File: config.mk
export PLATFORM = sky130hd
export DESIGN_NAME = sha256_compress
export DESIGN_NICKNAME = d
export VERILOG_FILES = /design/src/rtl/sha256_compress.sv
export SDC_FILE = /design/constraint.sdc
export NUM_CORES = 2
export LEC_CHECK = 0
export BUFFER_PORTS_ARGS = -buffer_cell sky130_fd_sc_hd__buf_2
export CAP_MARGIN = 20
export CORE_MARGIN = 2
export CORE_UTILIZATION = 35
export CTS_CLUSTER_DIAMETER = 80
export CTS_CLUSTER_SIZE = 25
export DETAILED_ROUTE_END_ITERATION = 12
export PLACE_DENSITY_LB_ADDON = 0.08
export RECOVER_POWER = 25
export SETUP_SLACK_MARGIN = 0.02
export SYNTH_ARGS = -nofsm -noshare
export SYNTH_HDL_FRONTEND = slang
export SYNTH_SLANG_ARGS = --single-unit
export TNS_END_PERCENT = 30
File: constraint.sdc
create_clock -name clk -period 15.5 [get_ports clk]
set_input_delay 2.325 -clock clk [delete_from_list [all_inputs] [get_ports clk]]
set_output_delay 2.325 -clock clk [all_outputs]
set_load 0.01 [all_outputs]
File: src/rtl/sha256_compress.sv
// sha256_compress: single-block SHA-256 compression engine holding the chaining value H (optional SHA256_UNROLL2_EN: two rounds per cycle)
module sha256_compress (
    input  logic         clk,
    input  logic         reset,
    input  logic         start,
    input  logic         init_message,
    input  logic         init_iv,
    input  logic [511:0] data_in,
    output logic [255:0] data_out,
    output logic         data_out_valid,
    output logic         done,
    output logic         busy
);
    typedef enum logic [1:0] {IDLE, ROUND, FINAL} state_t;

    localparam logic [255:0] IV = 256'h6a09e667_bb67ae85_3c6ef372_a54ff53a_510e527f_9b05688c_1f83d9ab_5be0cd19;

    localparam logic [0:63][31:0] K = {
        32'h428a2f98, 32'h71374491, 32'hb5c0fbcf, 32'he9b5dba5, 32'h3956c25b, 32'h59f111f1, 32'h923f82a4, 32'hab1c5ed5,
        32'hd807aa98, 32'h12835b01, 32'h243185be, 32'h550c7dc3, 32'h72be5d74, 32'h80deb1fe, 32'h9bdc06a7, 32'hc19bf174,
        32'he49b69c1, 32'hefbe4786, 32'h0fc19dc6, 32'h240ca1cc, 32'h2de92c6f, 32'h4a7484aa, 32'h5cb0a9dc, 32'h76f988da,
        32'h983e5152, 32'ha831c66d, 32'hb00327c8, 32'hbf597fc7, 32'hc6e00bf3, 32'hd5a79147, 32'h06ca6351, 32'h14292967,
        32'h27b70a85, 32'h2e1b2138, 32'h4d2c6dfc, 32'h53380d13, 32'h650a7354, 32'h766a0abb, 32'h81c2c92e, 32'h92722c85,
        32'ha2bfe8a1, 32'ha81a664b, 32'hc24b8b70, 32'hc76c51a3, 32'hd192e819, 32'hd6990624, 32'hf40e3585, 32'h106aa070,
        32'h19a4c116, 32'h1e376c08, 32'h2748774c, 32'h34b0bcb5, 32'h391c0cb3, 32'h4ed8aa4a, 32'h5b9cca4f, 32'h682e6ff3,
        32'h748f82ee, 32'h78a5636f, 32'h84c87814, 32'h8cc70208, 32'h90befffa, 32'ha4506ceb, 32'hbef9a3f7, 32'hc67178f2
    };

`ifdef SHA256_UNROLL2_EN
    localparam logic [5:0] STEP = 6'd2;
    localparam logic [5:0] LAST = 6'd62;
`else
    localparam logic [5:0] STEP = 6'd1;
    localparam logic [5:0] LAST = 6'd63;
`endif

    function automatic logic [31:0] rotr(input logic [31:0] x, input int n);
        return (x >> n) | (x << (32 - n));
    endfunction

    function automatic logic [31:0] w_gen(input logic [31:0] wm16, input logic [31:0] wm15,
                                          input logic [31:0] wm7, input logic [31:0] wm2);
        return (rotr(wm2, 17) ^ rotr(wm2, 19) ^ (wm2 >> 10)) + wm7
             + (rotr(wm15, 7) ^ rotr(wm15, 18) ^ (wm15 >> 3)) + wm16;
    endfunction

    function automatic logic [255:0] sha_round(input logic [255:0] s, input logic [31:0] k, input logic [31:0] w);
        logic [31:0] a, b, c, d, e, f, g, h, t1, t2;
        {a, b, c, d, e, f, g, h} = s;
        t1 = h + (rotr(e, 6) ^ rotr(e, 11) ^ rotr(e, 25)) + ((e & f) ^ (~e & g)) + k + w;
        t2 = (rotr(a, 2) ^ rotr(a, 13) ^ rotr(a, 22)) + ((a & b) ^ (a & c) ^ (b & c));
        return {t1 + t2, a, b, c, d + t1, e, f, g};
    endfunction

    state_t             r_state, w_state_nx;
    logic [255:0]       r_hv, r_s, w_s_nx, w_hsum;
    logic [0:15][31:0]  r_w, w_w_nx;
    logic [5:0]         r_t;
    logic [31:0]        w_n0;
    logic               r_done, r_busy, r_valid;
`ifdef SHA256_UNROLL2_EN
    logic [255:0]       w_s_mid;
    logic [31:0]        w_n1;
`endif

    assign data_out       = r_hv;
    assign data_out_valid = r_valid;
    assign done           = r_done;
    assign busy           = r_busy;

    // Round datapath: next working variables, next schedule window, and the final H feed-forward sum
    always_comb begin
        w_n0 = w_gen(r_w[0], r_w[1], r_w[9], r_w[14]);
`ifdef SHA256_UNROLL2_EN
        w_n1    = w_gen(r_w[1], r_w[2], r_w[10], r_w[15]);
        w_s_mid = sha_round(r_s, K[r_t], r_w[0]);
        w_s_nx  = sha_round(w_s_mid, K[r_t + 6'd1], r_w[1]);
        w_w_nx  = {r_w[2:15], w_n0, w_n1};
`else
        w_s_nx  = sha_round(r_s, K[r_t], r_w[0]);
        w_w_nx  = {r_w[1:15], w_n0};
`endif
        w_hsum = '0;
        for (int i = 0; i < 8; i++) w_hsum[i*32 +: 32] = r_hv[i*32 +: 32] + r_s[i*32 +: 32];
    end

    // FSM state register
    always_ff @(posedge clk) begin
        if (reset) r_state <= IDLE;
        else       r_state <= w_state_nx;
    end

    // FSM next-state: idle until start, rounds until the last one, then a single feed-forward cycle
    always_comb begin
        w_state_nx = r_state;
        case (r_state)
            IDLE:    w_state_nx = start ? ROUND : IDLE;
            ROUND:   w_state_nx = (r_t == LAST) ? FINAL : ROUND;
            FINAL:   w_state_nx = IDLE;
            default: w_state_nx = IDLE;
        endcase
    end

    // Datapath registers: block capture, round iteration, H update and status flags
    always_ff @(posedge clk) begin
        if (reset) begin
            r_hv    <= IV;
            r_s     <= '0;
            r_w     <= '0;
            r_t     <= '0;
            r_done  <= 1'b0;
            r_busy  <= 1'b0;
            r_valid <= 1'b0;
        end else begin
            r_done <= 1'b0;
            case (r_state)
                IDLE: begin
                    if (start) begin
                        r_w     <= data_in;
                        r_s     <= init_message ? IV : r_hv;
                        r_hv    <= init_message ? IV : r_hv;
                        r_t     <= '0;
                        r_busy  <= 1'b1;
                        r_valid <= 1'b0;
                    end else if (init_iv) begin
                        r_hv    <= data_in[511:256];
                        r_valid <= 1'b0;
                    end
                end
                ROUND: begin
                    r_s <= w_s_nx;
                    r_w <= w_w_nx;
                    r_t <= r_t + STEP;
                end
                FINAL: begin
                    r_hv    <= w_hsum;
                    r_done  <= 1'b1;
                    r_busy  <= 1'b0;
                    r_valid <= 1'b1;
                end
                default: ;
            endcase
        end
    end
endmodule

After elaboration in Yosys (flattened, before gate mapping)

Memories as Yosys holds them, arrays and structs flattened.
Index checks and enable logic that the tools add are counted.

Bits in registers: 1,035
Bits in latches: 0
RAM bits: 0
Memory bits (read-only): 2,048
Input bits: 517
Output and inout port bits: 259
Word-level logic and storage cells: 104
Memories kept: 1

$add $sub $neg: 19
$mul: 0
Div/mod/pow operators: 0
Order comparisons: 1
Equality and inequality tests: 5
Shift-type cells: 0
Muxes and demuxes: 21
Bitwise gates (word level): 28
Reductions and logical operators: 6

Memory list:

| memory          | depth | width | rd ports | clocked after Yosys merged registers in | wr ports | line | text |
|---|---|---|---|---|---|---|---|
| (no name shown) | 64    | 32    | 1        | 0                                       | 0        | 80   | `w_s_nx = sha_round(r_s, K[r_t], r_w[0]);` |

Operator list:

| operator           | count |
|---|---|
| $mux 256           | 4 |
| $pmux 256 s2       | 2 |
| $pmux 512 s2       | 1 |
| $add 32x32->32     | 18 |
| $mux 512           | 1 |
| $xor 32x32->32     | 9 |
| $and 32x32->32     | 5 |
| $mux 32            | 2 |
| $not 32->32        | 1 |
| $or 10x32->32      | 1 |
| $or 13x32->32      | 1 |
| $or 14x32->32      | 1 |
| $or 15x32->32      | 1 |
| $or 19x32->32      | 1 |
| $or 21x32->32      | 1 |
| $or 25x32->32      | 1 |
| $or 26x32->32      | 1 |
| $or 30x32->32      | 1 |
| $or 7x32->32       | 1 |
| $xor 32x22->32     | 1 |
| $xor 32x29->32     | 1 |
| $pmux 6 s2         | 1 |
| $ge 7x7->1 const B | 1 |
| $not 6->7          | 1 |
| 14 further kinds   | 22 |

Logic depth before layout (Yosys ltp)

Word-level depth: 9
Mapped depth: 40
Gate-level depth less buffers: 38

Worst setup path after synthesis

OpenSTA, ideal clock, no wires.

Path kind: reg2reg
From: register r_t[1]
To: register r_s[255]
Library setup time: 0.103 ns
Arrival: 8.429 ns
Data required time: 15.397 ns
Path slack: 6.968 ns
Stages on the path, launching flop included: 37
Buffers on the path: 2
Period minus slack after synthesis: 8.532 ns
Path through: dfxtp_1 -> clkbuf_1 -> clkinv_1 -> ha_1 -> clkbuf_1 -> inv_1 -> nor2_1 -> o31ai_1 -> a21oi_1 -> o21ai_0 -> fa_1 -> fa_1 -> fa_1 -> inv_1 -> ha_1 -> a21o_1 -> a21oi_1 -> nor2b_1 -> o31a_1 -> o21a_1 -> nor2_1 -> o21ai_0 -> a21o_1 -> a21o_1 -> xnor2_1 -> fa_1 -> inv_1 -> ha_1 -> a2111o_1 -> or3_1 -> o211ai_1 -> a2111oi_0 -> o21ai_0 -> a21oi_1 -> a221oi_2 -> xnor2_1 -> a2111oi_2

Word-level cells in the longest chain between the ends: 8

Ends and longest elaborated chain:

| what                                       | line | text |
|---|---|---|
| start: declaration                         | 58   | `logic [5:0] r_t;` |
| start signal: assignment                   | 133  | `r_t <= r_t + STEP;` |
| $not 6->7 (implied by the code)            | 80   |  |
| $mem_v2 64x32                              | -    |  |
| $mux 32 (implied by the code) (2 in a row) | 80   |  |
| $add 32x32->32 (2 in a row)                | 50   | `t1 = h + (rotr(e, 6) ^ rotr(e, 11) ^ rotr(e, 25)) + ((e & f) ^ (~e & g)) + k + w;` |
| $add 32x32->32                             | 52   | `return {t1 + t2, a, b, c, d + t1, e, f, g};` |
| $pmux 256 s2                               | 116  | `case (r_state)` |
| end signal: assignment                     | 120  | `r_s <= init_message ? IV : r_hv;` |
| end signal: assignment                     | 131  | `r_s <= w_s_nx;` |
| end: declaration                           | 56   | `logic [255:0] r_hv, r_s, w_s_nx, w_hsum;` |

Every way passes these cells. The select of a mux whose other input is x is not followed.
A chain may end at the register's enable or synchronous reset.

Worst setup path in the final report

From: register r_state[0]
To: register r_s[226]

Word-level cells in the longest chain between the ends: 3
Elaborated cells on any way between the ends: 6
Those cells by class: eq/ne (2); mux (1); reduce/logical (3)

Ends and longest elaborated chain:

| what                                                                    | line | text |
|---|---|---|
| start: declaration                                                      | 55   | `state_t r_state, w_state_nx;` |
| start signal: assignment                                                | 90   | `else r_state <= w_state_nx;` |
| $eq 2x1->1 / $logic_not 2->1 (equally long branches)                    | 116  |  |
| $reduce_bool 2->1 (no source line) / $ne 2x2->1 (equally long branches) | -    |  |
| $reduce_and 2->1 (no source line)                                       | -    |  |

Several ways; a longest one is shown, not always the timed one.

==> results_dict.tcl <==
set metrics [dict create \
    hold_end "r_w[2]" \
    async_flop_share 0 \
    finalCritPeriodShare 0.8244 \
    netlist_instances 9000 \
    regArea_um2 20740 \
    rows 168 \
    tritoncts "yes" \
    finalHoldViolCount 0 \
    hold_buffers 0 \
    io_buffers 775 \
    grt_usage 0.3644 \
    layout-area-overhead-vs-synth_pct 12.86 \
    cts_buffer_depth 3 \
    worstSetupStartpoint "r_state[0]" \
    ys_ff_latch 1035 \
    critPathTopFamily "buffers and inverters" \
    maxCapViolCount 8 \
    synth_edf_count 0 \
    critical_path_buf_inv_count 3 \
    place_congestion 0.9776 \
    yosysSeqAreaShare 0.2817 \
    setup_viol 0 \
    drt-initial-drc-count 9245 \
    postCtsSetupRepairBufs 0 \
    drt_wl_total_um 408900 \
    synth.most_common_cell "nor2_1" \
    finalClockSkew_ns 0.05224 \
    hold_class "register to register" \
    firstDrtPassIters 7 \
    crit_cells 7 \
    root_buffer "clkbuf_16" \
    p_total_mw 23.96 \
    ir_drop_uv 380.3 \
    synth_fp_nets 10100 \
    cp.required_ns 16.23 \
    p_leak_nw 33.90 \
    initial_core_util 0.3516 \
    num_io_pins 776 \
    max_slew_margin -4.726 \
    yosysWarnings 0 \
    multi_input_area_um2 48560 \
    worst_skew_pair.late_latency_ns 0.82 \
    fin_tns_setup_ns 0 \
    yosys.cell_types.count 97 \
    ff2ff_path_depth 7 \
    fin_ws_ns 2.722 \
    cts_buffers 100 \
    grt_max_degree 259 \
    crit_type "register to register" \
    grt_pass1_wl_um 561900 \
    postSynthAreaPerCell_um2 8.171 \
    cpMostUsedCell "nor2_1" \
    coreArea_um2 209200 \
    yosys.area.top_type "dfxtp_1" \
    rsz0062_at_grt "no" \
    postCtsResizedCells 0 \
    status "complete, but fails checks" \
    drv_slew 727 \
    die_area_um2 213800 \
    worstSetupStartpointType "register" \
    layout_min_cycle_time_ns 12.78 \
    violations "max-capacitance violations, max-slew violations" \
    power_density_nw_per_um2 288.6 \
    cpMaxStageDelayCell "clkbuf_1" \
    ant_nets 0 \
    synthTopCellsByArea "dfxtp_1 28%, o221a_2 7.5%, ha_1 6.6%, a21oi_1 6.2%, nor2_1 5.5%" \
    dp_slack_ns 4.227 \
    synth_common_cells "1072 x nor2_1, 1035 x dfxtp_1, 908 x a21oi_1" \
    max_stage_delay_ns 5.05 \
    vias 74710 \
    cp_max_fo 181 \
    nets 10380 \
    tightest_slew_ns 8.589 \
    max_freq_ghz 0.07826 \
    worstReg2RegEnd "r_s[226]" \
    die_y_um 462.4 \
    netlist_area_um2 73540 \
    cp-end-kind "register" \
    worstPathArrival_ns 13.51 \
    rr_startpoint "r_state[0]" \
    yosysTopAreaCellShare 0.2817 \
    hpwl_um 307600 \
    grt-ovfl-total 0 \
    reg2reg_slack_ns 2.72 \
    nFillCells 21740 \
    cts.sinks 1035 \
    drc 0 \
    antenna_found_initial 33 \
    holdPathStages 2 \
    wl_per_cell_um 33.55 \
    cts_max_level 3 \
    min_from "r_w[2]" \
    routed_via_density 6.131 \
    die_width_um 462.4 \
    drive_above_1_share 0.1528 \
    synth_ff_type "dfxtp_1" \
    crit_chain "clkbuf_1, nor2_1, nor2_1, clkbuf_2, buf_12, o311ai_0, a21oi_1" \
    cts.clk_slew.worst_paths_ns 0.09 \
    grt_pass1_vias 69510 \
]
[sequential cells by signal (all words and copies together) (netlist names)]
register,flops
data_out,256
done,1
r_state,2
r_s,256
data_out_valid,1
r_w,512
busy,1
r_t,6
[where the power goes]
part / internal, mW / leakage (nW) / switching (mW)
logic: 6.49 / 23.5 / 10.9
registers: 3.02 / 8.58 / 0.583
clock network: 1.50 / 1.85 / 1.44
total: 11.0 / 33.9 / 12.9
[tightest hold or removal path, delay by kind of cell, from the launching register on]
kind,cells,cell delay [ns]
flops,1,0.31
compound gates,1,0.06
simple gates,1,0.05
[cells by family after synthesis]
logic type                 after synthesis  share of synthesized area
AOI/OAI and AO/OA                     3135                     0.3043
and+or+nand+nor                       2446                     0.1572
buffers and inverters                 1167                    0.05958
DFF                                   1035                     0.2817
adders and majority gates              588                     0.1198
xor gates and xnor gates               567                    0.06753
muxes                                   62                   0.009834
[layout by cell type (no fill, tap or decap), drive strengths merged, types with 103 or more instances in the layout]
cell | Yosys | layout
a211oi | 165 | 165
a21o | 165 | 165
a21oi | 910 | 910
a221oi | 103 | 103
buf | 50 | 660
clkbuf | 686 | 368
dfxtp | 1035 | 1035
fa | 195 | 195
ha | 390 | 390
inv | 427 | 460
nand2 | 306 | 306
nor2 | 1072 | 1072
nor2b | 505 | 505
nor3 | 249 | 249
o211ai | 142 | 142
o21ai | 505 | 505
o221a | 490 | 490
o221ai | 139 | 139
xnor2 | 334 | 334
xor2 | 233 | 233
[routing by layer]
| layer | wire length [µm] | share of wire | vias to the layer above | GRT usage |
|---|---|---|---|---|
| met1 | 180600 | 0.44 | 37160 | 0.5112 |
| met4 | 17710 | 0.043 | 10 | 0.1342 |
| met3 | 33350 | 0.082 | 565 | 0.06541 |
| met5 | 64 | 0.00016 | - | 0 |
| met2 | 177200 | 0.43 | 3653 | 0.5544 |
| li1 | - | - | 33330 | - |
[cell type report]
class / count / share of cell area
timing repair buffer: 914 / 0.05668
sequential: 1035 / 0.2498
antenna: 14 / 0.0004221
clock inverter: 75 / 0.01319
multi-input combinational: 6798 / 0.5850
clock buffer: 115 / 0.03295
tap: 2805 / 0.04228
inverter: 431 / 0.01961
[how the worst max path moves through the flow]
stage	slack [ns]	to
3_3_place_gp	4.35	r_s[255]
4_1_cts	4.11	r_s[255]
2_1_floorplan	6.97	r_s[255]
5_1_grt	2.17	r_s[149]
3_5_place_dp	4.23	r_s[255]
6_report	2.72	r_s[226]
[per-stage QoR]
stage	instances	hold WS, ns	instance area, µm²	utilization
finish	12190	0.4683	83000	0.3969
global route	12180	0.5070	82990	0.3968
CTS	12170	0.4685	83340	0.3985
detailed placement	11980	0.4579	79510	0.3802
global placement	11980	0.4399	79490	0.3800
floorplan	9000	0.4323	73540	-
Power figures use the tool's default switching activity.
